**src/rtl/attn_value_mac.sv**
```systemverilog
// Attention value MAC: probability-weighted sum of V rows per lane,
// rounded half-up and saturated back to value precision.
module attn_value_mac #(
  parameter int SEQ_LEN = 3,
  parameter int D_MODEL = 4,
  parameter int V_W     = 8,
  parameter int FRAC_W  = 8,
  parameter int OUT_W   = V_W,
  parameter int ACC_W   = V_W + FRAC_W + $clog2(SEQ_LEN) + 1
) (
  input  logic                       clk,
  input  logic                       rst_n,
  input  logic                       start,
  input  logic [SEQ_LEN*FRAC_W-1:0]  probs,
  output logic                       busy,
  input  logic                       v_valid,
  output logic                       v_ready,
  input  logic [D_MODEL*V_W-1:0]     v_row,
  output logic                       out_valid,
  input  logic                       out_ready,
  output logic [D_MODEL*OUT_W-1:0]   out_vec
);

  typedef enum logic [1:0] {
    IDLE, ACCUM, ROUND, OUT
  } state_t;

  localparam int CNT_W = (SEQ_LEN > 1) ? $clog2(SEQ_LEN) : 1;
  localparam int PRD_W = V_W + FRAC_W + 1;
  localparam logic [CNT_W-1:0] LAST =
    CNT_W'(SEQ_LEN - 1);
  localparam logic signed [ACC_W-1:0] HALF =
    ACC_W'(2 ** (FRAC_W - 1));
  localparam logic signed [ACC_W-1:0] SAT_HI =
    ACC_W'(2 ** (OUT_W - 1) - 1);
  localparam logic signed [ACC_W-1:0] SAT_LO = ~SAT_HI;

  state_t state, state_nx;

  logic [FRAC_W-1:0]       p_q [SEQ_LEN];
  logic [FRAC_W-1:0]       p_sel;
  logic [CNT_W-1:0]        row_cnt;
  logic signed [ACC_W-1:0] acc [D_MODEL];
  logic signed [ACC_W-1:0] acc_nx [D_MODEL];
  logic [OUT_W-1:0]        sat [D_MODEL];

  assign p_sel = p_q[row_cnt];

  for (genvar d = 0; d < D_MODEL; d++) begin : g_lane
    logic signed [PRD_W-1:0] v_x;
    logic signed [PRD_W-1:0] p_x;
    logic signed [PRD_W-1:0] prod;
    logic signed [ACC_W-1:0] rnd;
    logic signed [ACC_W-1:0] shf;

    // Probability is unsigned, so zero-extend before the signed multiply
    assign v_x  = PRD_W'($signed(v_row[d*V_W +: V_W]));
    assign p_x  = $signed(PRD_W'({1'b0, p_sel}));
    assign prod = v_x * p_x;

    assign acc_nx[d] = acc[d] + ACC_W'(prod);
    assign rnd       = acc[d] + HALF;
    assign shf       = rnd >>> FRAC_W;

    always_comb begin
      sat[d] = shf[OUT_W-1:0];
      if (shf > SAT_HI)
        sat[d] = SAT_HI[OUT_W-1:0];
      else if (shf < SAT_LO)
        sat[d] = SAT_LO[OUT_W-1:0];
    end
  end

  always_ff @(posedge clk or negedge rst_n) begin
    if (!rst_n)
      state <= IDLE;
    else
      state <= state_nx;
  end

  always_comb begin
    state_nx  = state;
    busy      = (state != IDLE);
    v_ready   = (state == ACCUM);
    out_valid = (state == OUT);
    unique case (state)
      IDLE:  if (start) state_nx = ACCUM;
      ACCUM: begin
        if (v_valid && row_cnt == LAST)
          state_nx = ROUND;
      end
      ROUND: state_nx = OUT;
      OUT:   if (out_ready) state_nx = IDLE;
      default: state_nx = IDLE;
    endcase
  end

  always_ff @(posedge clk or negedge rst_n) begin
    if (!rst_n) begin
      for (int j = 0; j < SEQ_LEN; j++)
        p_q[j] <= '0;
      for (int d = 0; d < D_MODEL; d++)
        acc[d] <= '0;
      row_cnt <= '0;
      out_vec <= '0;
    end else begin
      unique case (state)
        IDLE: begin
          if (start) begin
            for (int j = 0; j < SEQ_LEN; j++)
              p_q[j] <= probs[j*FRAC_W +: FRAC_W];
            for (int d = 0; d < D_MODEL; d++)
              acc[d] <= '0;
            row_cnt <= '0;
          end
        end
        ACCUM: begin
          if (v_valid) begin
            for (int d = 0; d < D_MODEL; d++)
              acc[d] <= acc_nx[d];
            row_cnt <= row_cnt + CNT_W'(1);
          end
        end
        ROUND: begin
          for (int d = 0; d < D_MODEL; d++)
            out_vec[d*OUT_W +: OUT_W] <= sat[d];
        end
        default: ;
      endcase
    end
  end

endmodule

```
**config.mk**
```make
export PLATFORM = sky130hd
export DESIGN_NAME = attn_value_mac
export DESIGN_NICKNAME = d
export VERILOG_FILES = /design/src/rtl/attn_value_mac.sv
export SDC_FILE = /design/constraint.sdc
export NUM_CORES = 1
export LEC_CHECK = 0
export ABC_AREA = 1
export ABC_CLOCK_PERIOD_IN_PS = 7200
export CAP_MARGIN = 0
export CELL_PAD_IN_SITES_DETAIL_PLACEMENT = 1
export CELL_PAD_IN_SITES_GLOBAL_PLACEMENT = 2
export CORE_ASPECT_RATIO = 1.25
export CORE_MARGIN = 8
export CORE_UTILIZATION = 38
export CTS_CLUSTER_DIAMETER = 40
export CTS_CLUSTER_SIZE = 16
export DETAILED_ROUTE_END_ITERATION = 10
export PLACE_DENSITY_LB_ADDON = 0.12
export SKIP_CTS_REPAIR_TIMING = 1
export SLEW_MARGIN = 15
export SYNTH_ARGS = -nofsm -noshare
export SYNTH_HDL_FRONTEND = slang
export SYNTH_SLANG_ARGS = --single-unit
```
**constraint.sdc**
```tcl
create_clock -name clk -period 7.2 [get_ports clk]
set_input_delay 1.44 -clock clk [delete_from_list [all_inputs] [get_ports clk]]
set_output_delay 1.44 -clock clk [all_outputs]
set_load 0.02 [all_outputs]
```
==> impl_metrics.ini <==
[grt]
grt_usage_pct = 20.67
use_met2_pct = 38.45
busiest_layer = met2
antenna_found_initial = 5
grt_pass1_wl_mm = 87.53
grt_overflow = 0
use_met3_pct = 3.515
grt_pass1_vias = 16596
grt_max_degree = 74
met1_usage_pct = 24.04

[layout]
area_growth_pct = 12.40
drive_gt1_share_pct = 6.162
layout.nets = 2758

[critical_path]
critPathLaunchType = register
worst_path_most_repeated_cell = fa_1
crit_required_ps = 7520
critPathSlowestCell = dfrtp_1
cp_max_fo = 16
worst_ep_arrival_time_ps = 6320
cpPeakStageDelay_ps = 570
cp-end-kind = register
path_class = register to register
worstPathCellList = inv_2 > o21ai_0 > o21ai_2 > buf_4 > inv_2 > nor2_1 > fa_1 > fa_1 > inv_1 > fa_1 > inv_1 > fa_1 > fa_1 > ha_1 > a21oi_1 > nand2_1 > nand3_1 > nand2_1 > o21ai_0 > o21ai_0

[timing]
rsz0062_at_grt = false
finalHoldViolCount = 0
tns_ps = 0
slew_headroom_pct = 24.96
clock_skew_ps = 15.61
finalSetupViolCount = 0
worstMarginPinSlew_ps = 1123
fin_crit_ps = 5997
post-route-period-util_pct = 83.30
slew_viol_final = 0
fmax_mhz = 166.7

[floorplan]
fp.dieArea_um2 = 53480
pin_count = 96
start_util_pct = 38.31
die_w_um = 208.4
coreArea_um2 = 45910
rows = 88
die_h_um = 256.6

[cts]
clk_latency_ps = 480
htreeDepth = 4
clockRootBuffer = clkbuf_16
clock_sinks = 136
cts_tree = built
ctsLongestPathBuffers = 2
cts-buffers-inserted = 17
path_clk_slew_ps = 70

[min_path]
hold_path.class = register to register

[route]
drcViolationCount = 0
detail-route-antenna-nets = 0
vias = 14546
dr.pass1.iters = 6
first_iter_violations = 413
wl_mm = 52.67
wl_per_cell_um = 18.42
vias_per_cell = 5.086

[yosys]
syn-instance-count = 2178
netlist_top_cells_count = nand2_1, inv_1, nor2_1, ha_1, fa_1
synth_largest_area_cell = fa_1
synthFlopType = dfrtp_1
yosys-top-cells-area = fa_1, dfrtp_1, ha_1
yosysMostFrequentCell = nand2_1
syn_area_um2 = 17590
synth_top_area_share_pct = 23.21
synth_nets = 2677
ys_ff_latch = 136
ys_seq_area_share_pct = 19.35
ys_types = 39
syn_area_per_cell_um2 = 8.077
ys_warn_count = 0
async_reset_ff_share_pct = 100.0
synth-edff-count = 0

[placed_design]
gp_congestion = 0.7943
hpwl_mm = 41.58
numPortBuffers = 95

[run]
maxCapViolCount = 0

[run_status]
status = finished, final reports clean
## kinds of logic after synthesis
family,Yosys count,synth area share [%]
AOI/OAI and AO/OA,241,7.731
xor gates and xnor gates,40,1.991
adders and majority gates,438,39.86
buffers and inverters,419,9.374
DFF,136,19.35
muxes,18,1.152
and+or+nand+nor,886,20.55
## worst paths after layout
path / from / end / slack, ps / depth (start not counted)
worst max-delay path: row_cnt[0]$_DFFE_PN0P_ / acc[29]$_DFFE_PN0P_ / 1200 / 20
worst min-delay path: out_vec[7]$_DFFE_PN0P_ / out_vec[7]$_DFFE_PN0P_ / 490 / 2
worst max register to register: row_cnt[0]$_DFFE_PN0P_ / acc[29]$_DFFE_PN0P_ / 1200 / 20
worst min register to register: out_vec[7]$_DFFE_PN0P_ / out_vec[7]$_DFFE_PN0P_ / 490 / 2
max in group asynchronous: rst_n / out_vec[1]$_DFFE_PN0P_ / 4760 / 2
min in group asynchronous: rst_n / acc[33]$_DFFE_PN0P_ / 990 / 1
## worst max-delay path, delay by kind of cell, from the launching register on
family | cells | cell delay (ps)
adders and majority gates | 6 | 2780
AOI/OAI and AO/OA | 5 | 1160
buffers and inverters | 5 | 840
DFF | 1 | 570
and+or+nand+nor | 4 | 460
## placed cells by master (no fill, tap or decap), drive strengths merged, types with 10 or more instances in the layout
cell,count
nand2,505
inv,376
nor2,269
ha,234
fa,204
dfrtp,136
a21oi,110
o21ai,105
clkdlybuf4s50,94
nand3,91
xor2,23
buf,20
mux2,18
xnor2,17
clkbuf,17
a21o,11
nor3,11
o22ai,10
## final cells by class
class / count / area (µm²)
inverter: 367 / 1378
antenna: 3 / 7.507
fill: 5574 / 26140
timing repair buffer: 114 / 1095
clock buffer: 17 / 425.4
sequential: 136 / 3403
tap: 585 / 732.0
clock inverter: 15 / 171.4
multi-input combinational: 1623 / 12560
## metal layers
layer	vias up	routed length (µm)
li1	6950	-
met1	7362	21830
met2	165	28080
met3	65	1642
met4	4	1091
met5	-	27
## through the flow
stage	std cells	hold slack, ps	area [µm²]	util (%)	setup WS, ps
3_5_place_dp	2825	476.5	19170	41.75	682.2
4_1_cts	2857	495.3	19770	43.05	1141
2_1_floorplan	2178	472.3	17590	-	1780
5_1_grt	2857	508.0	19770	43.05	743.2
3_3_place_gp	2825	471.0	19170	41.75	828.1
6_report	2860	488.9	19770	43.07	1203
## flip-flops by register name, summed over array words and instances (netlist names)
register / cells
acc: 76
state: 2
row_cnt: 2
out_vec: 32
p_q: 24
Power is not shown: default switching activity piles up to over one toggle a cycle in this logic, so the estimate is an artifact.
